`config.mk`:
```
export PLATFORM = sky130hd
export DESIGN_NAME = bitmap_plotter
export DESIGN_NICKNAME = d
export VERILOG_FILES = /design/src/rtl/bitmap_plotter.sv
export SDC_FILE = /design/constraint.sdc
export NUM_CORES = 1
export LEC_CHECK = 0
export ABC_AREA = 1
export BUFFER_PORTS_ARGS = -buffer_cell sky130_fd_sc_hd__clkbuf_2
export CAP_MARGIN = 20
export CORE_MARGIN = 5
export CORE_UTILIZATION = 45
export CTS_BUF_LIST = sky130_fd_sc_hd__clkbuf_16
export DETAILED_ROUTE_END_ITERATION = 7
export GPL_ROUTABILITY_DRIVEN = 0
export GPL_TIMING_DRIVEN = 1
export PLACE_DENSITY = 0.75
export SETUP_SLACK_MARGIN = 0.02
export SYNTH_ARGS = -nofsm -noshare
export SYNTH_HDL_FRONTEND = slang
export SYNTH_SLANG_ARGS = --single-unit
```
`constraint.sdc`:
```
create_clock -name CLOCK_50 -period 13.1 [get_ports CLOCK_50]
set_clock_uncertainty 0.1 [all_clocks]
set_input_delay 1.31 -clock CLOCK_50 [delete_from_list [all_inputs] [get_ports CLOCK_50]]
set_output_delay 1.31 -clock CLOCK_50 [all_outputs]
set_load 0.005 [all_outputs]
```
`src/rtl/bitmap_plotter.sv`:
```
// Walks a packed glyph bitmap row-major and emits one framebuffer write per accepted pixel.
// Optional build macro BITMAP_PLOTTER_TRANSPARENT_EN: 0 bits are skipped instead of drawn in BG_COLOUR.
module bitmap_plotter #(
  parameter int COLS = 35,
  parameter int ROWS = 6,
  parameter int XW   = 8,
  parameter int YW   = 7,
  parameter int CW   = 3
) (
  input  logic                 CLOCK_50,
  input  logic                 RESET,
  input  logic                 START,
  input  logic [COLS*ROWS-1:0] BITMAP,
  input  logic [XW-1:0]        X_ORIGIN,
  input  logic [YW-1:0]        Y_ORIGIN,
  input  logic [CW-1:0]        FG_COLOUR,
  input  logic [CW-1:0]        BG_COLOUR,
  input  logic                 READY,
  output logic [XW-1:0]        X,
  output logic [YW-1:0]        Y,
  output logic [CW-1:0]        COLOUR,
  output logic                 PLOT,
  output logic                 BUSY,
  output logic                 DONE
);
  // Handshake: a write is taken on a cycle with PLOT=1 and READY=1; while PLOT=1 and
  // READY=0 the outputs and counters hold.
  localparam int NPIX = COLS * ROWS;
  localparam int CBW  = (COLS > 1) ? $clog2(COLS) : 1;
  localparam int RBW  = (ROWS > 1) ? $clog2(ROWS) : 1;
  localparam int IW   = (NPIX > 1) ? $clog2(NPIX) : 1;
`ifdef BITMAP_PLOTTER_TRANSPARENT_EN
  localparam bit TRANSPARENT = 1'b1;
`else
  localparam bit TRANSPARENT = 1'b0;
`endif

  typedef enum logic [1:0] {IDLE, DRAW, FINISH} state_t;
  state_t state;

  logic [NPIX-1:0] bitmap_q;
  logic [XW-1:0]   x_q;
  logic [YW-1:0]   y_q;
  logic [CW-1:0]   fg_q;
  logic [CW-1:0]   bg_q;
  logic [CBW-1:0]  col;
  logic [RBW-1:0]  row;
  logic [IW-1:0]   idx;

  logic            last;
  logic            advance;
  logic [CBW-1:0]  col_n;
  logic [RBW-1:0]  row_n;
  logic [IW-1:0]   idx_n;
  logic            bit_n;

  // Next scan position; the registered outputs always describe the current (col,row).
  always_comb begin
    last    = (col == CBW'(COLS - 1)) && (row == RBW'(ROWS - 1));
    advance = READY || !PLOT;
    col_n   = col + CBW'(1);
    row_n   = row;
    idx_n   = idx + IW'(1);
    if (col == CBW'(COLS - 1)) begin
      col_n = '0;
      row_n = row + RBW'(1);
    end
    bit_n = bitmap_q[idx_n];
  end

  always_ff @(posedge CLOCK_50 or posedge RESET) begin
    if (RESET) begin
      state    <= IDLE;
      bitmap_q <= '0;
      x_q      <= '0;
      y_q      <= '0;
      fg_q     <= '0;
      bg_q     <= '0;
      col      <= '0;
      row      <= '0;
      idx      <= '0;
      X        <= '0;
      Y        <= '0;
      COLOUR   <= '0;
      PLOT     <= 1'b0;
      BUSY     <= 1'b0;
      DONE     <= 1'b0;
    end else begin
      DONE <= 1'b0;
      case (state)
        IDLE: begin
          if (START) begin
            bitmap_q <= BITMAP;
            x_q      <= X_ORIGIN;
            y_q      <= Y_ORIGIN;
            fg_q     <= FG_COLOUR;
            bg_q     <= BG_COLOUR;
            col      <= '0;
            row      <= '0;
            idx      <= '0;
            X        <= X_ORIGIN;
            Y        <= Y_ORIGIN;
            COLOUR   <= BITMAP[0] ? FG_COLOUR : BG_COLOUR;
            PLOT     <= TRANSPARENT ? BITMAP[0] : 1'b1;
            BUSY     <= 1'b1;
            state    <= DRAW;
          end
        end
        DRAW: begin
          if (advance) begin
            if (last) begin
              PLOT  <= 1'b0;
              BUSY  <= 1'b0;
              DONE  <= 1'b1;
              state <= FINISH;
            end else begin
              col    <= col_n;
              row    <= row_n;
              idx    <= idx_n;
              X      <= x_q + XW'(col_n);
              Y      <= y_q + YW'(row_n);
              COLOUR <= bit_n ? fg_q : bg_q;
              PLOT   <= TRANSPARENT ? bit_n : 1'b1;
            end
          end
        end
        FINISH: state <= IDLE;
        default: state <= IDLE;
      endcase
    end
  end
endmodule

```
==> run summary <==
Entering global routing, the biggest net connects 123 pins. At the pin with the least slew margin, the transition time is 1.05 ns. The number of buffers inserted by hold repair at cts was 0; the number of setup buffers added after CTS was 0. The layer flagged by global routing as most heavily used is met2. Synthesis instantiated 32 different standard cells from the library. The number of global-route vias before repair came out at 11600. Arrival time reported for the critical path endpoint: 4.69 ns. In this run the critical register-to-register path is launched from idx[0]. The tightest hold margin was 0.391 ns; the synthesized area per cell was 8.20 um^2.

The tools report the destination of the worst register-to-register timing path as COLOUR[1]. Of the cells placed in the final design, the portion with a size suffix greater than 1 is 21.2%. The path with the worst hold slack has its endpoint at X[7]. The total count of hold-check failures in the final report came out at 0. In this run the worst hold path is classified as reg2reg. The die is 182 um wide.

The total of flip-flops plus latches after synthesis is 271, and the async set-or-reset flop fraction in the synthesized netlist is 100%. The library cell used most frequently in the layout, excluding fill and tap cells, is sky130_fd_sc_hd__nand2_1. The number of warning messages in the yosys log was 0.

Summed over all failing endpoints, the final setup total negative slack is 0 ns. In this run the most critical hold path is launched from X[7]. The clock reaches the later pin of the worst-skew pair after 0.54 ns. For this run, global-route usage on met1 was measured as 29.2%. The tools report the slack of the worst reg-to-reg path as 8.78 ns. The number of buffers inserted during clock tree synthesis is 31, and the placeable core region is 0.0295 mm^2. The leakage power of the design is 8.49 nW, and the count of pins on the block boundary is 256.

The initialized floorplan defines 63 standard-cell rows. The number of enable-type register cells in the synthesized netlist was 0. The global-route wire length before repair is 58.8 mm, and the net count of the finished layout is 2085. The run gives 0 as the count of pins over their slew limit.

Power comes to 0.00324 W. Number of antenna violations at the first check in global routing: 3. The flow ran to the end, and the final reports show no timing, DRC or antenna violations.

The worst path meets setup with 8.78 ns of slack. The clock-pin transition on the worst setup and hold timing paths came out at 0.06 ns. Derived from the worst setup path, the maximum achievable clock frequency is 231 MHz. The most used flip-flop cell after synthesis is sky130_fd_sc_hd__dfrtp_1. The ratio of routed vias to standard cells works out to 5.15.

The required time at the worst-slack endpoint was 13.47 ns; the number of stages on the worst hold path was 2. Summing the sequential cell areas from Yosys gives 50.8% of the chip area. Counting every net in the synthesized netlist gives 1878.

TritonCTS built the clock tree. Global routing finished with a remaining overflow of 0. In the finished design, the share of the clock period the worst path needs comes to 33.0%.

The height of the die was 182 um; the initial detailed-routing violation count was 976. The endpoint type of the worst setup path was a flip-flop. STA classifies the critical path startpoint as a flip-flop. The critical path is of the reg2reg type. Number of endpoints failing setup at the final stage: 0. The biggest fanout along the worst timing path is 91. The overall die area was 0.0332 mm^2. Average routed wire per standard cell: 16.4 um. Global routing used 21.5% of the available tracks. The worst-case setup slack after placement was 8.42 ns; the growth of design area from synthesis to finish was 18.9%. The wire-length estimate of the detail-placed layout is 24.6 mm. The first detailed-routing pass ran for 5 iterations. In the routed design, unresolved DRC markers number 0. The tools report the total detailed-routing wirelength as 36.8 mm.

The shortest clock period the worst path allows after layout was 4.32 ns. For the H-tree depth reported by CTS, the log shows 1. In this run the cell area of the synthesized design comes to 0.0134 mm^2.

Setup repair after global routing left no endpoint under its margin. The number of buffers between clock root and the deepest sink was 3. The run gives 127 uV as the worst IR drop on VDD.

The total vias in the final route was 11600; the routing usage on met3 was 2.91%. The detail route stage leaves a number of antenna-violating nets equal to 0. Measured in cells, the most critical reg-to-reg path has a length of 13. Clock tree synthesis selected as its root buffer the cell sky130_fd_sc_hd__clkbuf_16. Measured against its own limit, the worst slew margin works out to 30.0%. Across the run, the number of max-cap violations was 0. In this run the tool buffered the top-level ports with 255 buffer cells. Global routing consumed, on the met2 layer, 35.2% of the routing resources. The library cells used most frequently in the layout, excluding fill and tap cells, are sky130_fd_sc_hd__nand2_1, sky130_fd_sc_hd__dfrtp_1, sky130_fd_sc_hd__clkbuf_2, sky130_fd_sc_hd__nor2_1, sky130_fd_sc_hd__inv_1. The number of sinks handled by clock tree synthesis is 271. The tools report the post-cts sizing count as 0. The logs give 45.3% for the effective utilization at floorplan and 1629 for the synthesized netlist cell count. Dividing total power by cell area gives a power density of 204 mW/mm^2.
## synthesized netlist by cell type (2+ instances only)
cell                       count  share of area [%]
sky130_fd_sc_hd__xor2_1        7               0.46
sky130_fd_sc_hd__o211ai_1     24                1.3
sky130_fd_sc_hd__a31oi_1       8               0.37
sky130_fd_sc_hd__o21ai_1       4               0.15
sky130_fd_sc_hd__nand3_1     125                4.7
sky130_fd_sc_hd__o21ai_0      50                1.9
sky130_fd_sc_hd__dfrtp_1     271                 51
sky130_fd_sc_hd__xnor2_1       3               0.20
sky130_fd_sc_hd__nand2_1     304                8.5
sky130_fd_sc_hd__ha_1         12                1.1
sky130_fd_sc_hd__nor3_1        4               0.15
sky130_fd_sc_hd__nor2_1      234                6.6
sky130_fd_sc_hd__fa_1          2               0.30
sky130_fd_sc_hd__buf_2        27                1.0
sky130_fd_sc_hd__buf_1        14               0.39
sky130_fd_sc_hd__mux2_2       78                6.6
sky130_fd_sc_hd__inv_1       195                5.5
sky130_fd_sc_hd__clkbuf_1     50                1.4
sky130_fd_sc_hd__o22ai_1       7               0.33
sky130_fd_sc_hd__inv_2         4               0.11
sky130_fd_sc_hd__buf_6         2               0.17
sky130_fd_sc_hd__a21oi_1     189                7.1
sky130_fd_sc_hd__nand4_1       5               0.23
sky130_fd_sc_hd__clkinv_1      2              0.056
## stage by stage
step	std cells	utilization (%)	area, um^2
final	2252	53.8	15900
after global routing	2252	53.8	15900
after CTS	2246	53.5	15800
after detailed placement	2190	50.4	14800
after global placement	2189	50.3	14800
after floorplan	1629	-	13400
## registers in the layout (all words and copies together) (netlist names)
| register | cells |
|---|---|
| bg_q | 3 |
| idx | 8 |
| PLOT | 1 |
| x_q | 8 |
| DONE | 1 |
| row | 3 |
| state | 2 |
| col | 6 |
| bitmap_q | 210 |
| COLOUR | 3 |
| y_q | 7 |
| fg_q | 3 |
| Y | 7 |
| BUSY | 1 |
| X | 8 |
## where the power goes
part	leakage [nW]	internal [W]	total, W	switching [W]
Sequential	3.06	0.00102	0.00114	0.000113
Combinational	4.96	0.000461	0.00130	0.000838
Clock	0.478	0.000465	0.000805	0.000340
## critical path, stage by stage, from the launching register on
cell                      delay (ns)
sky130_fd_sc_hd__dfrtp_4        0.90
sky130_fd_sc_hd__buf_4          0.85
sky130_fd_sc_hd__nand4_1        0.28
sky130_fd_sc_hd__nand2_1        0.65
sky130_fd_sc_hd__inv_2          0.30
sky130_fd_sc_hd__nand2_1        0.24
sky130_fd_sc_hd__a21oi_1        0.07
sky130_fd_sc_hd__nor2_1         0.10
sky130_fd_sc_hd__nand2_1        0.07
sky130_fd_sc_hd__nand3_1        0.11
sky130_fd_sc_hd__nand3_1        0.14
sky130_fd_sc_hd__nand3_1        0.12
sky130_fd_sc_hd__nand3_1        0.08
sky130_fd_sc_hd__a21oi_1        0.14
## cell families after synthesis
family	Yosys count	share of synthesized area, %
compound gates	284	11.3
fa+ha+maj	14	1.42
buf+inv	294	8.63
xor+xnor	12	0.899
simple gates	676	20.4
mux	78	6.58
flops	271	50.8
## worst max-delay path by stage
stage,start,to,slack [ns]
floorplan,RESET,BUSY,4.22
global placement,START,bitmap_q[59],8.50
detailed placement,START,bitmap_q[63],8.42
CTS,idx[0],COLOUR[2],8.81
global route,idx[0],COLOUR[2],8.51
finish,idx[0],COLOUR[1],8.78
## final cells by class
class / count / area, um^2
Multi-Input combinational cell: 1064 / 5450
Inverter: 201 / 762
Timing Repair Buffer: 267 / 1440
Tap cell: 390 / 488
Antenna cell: 3 / 7.51
Fill cell: 2753 / 13600
Clock buffer: 31 / 776
Sequential cell: 271 / 6790
Clock inverter: 25 / 164
## metal layers
| layer | vias to the layer above | share of wire, % |
|---|---|---|
| li1 | 5645 | - |
| met1 | 5489 | 43 |
| met2 | 365 | 48 |
| met3 | 89 | 5.3 |
| met4 | 0 | 3.9 |
| met5 | - | 0 |
Power figures use the tool's default switching activity.
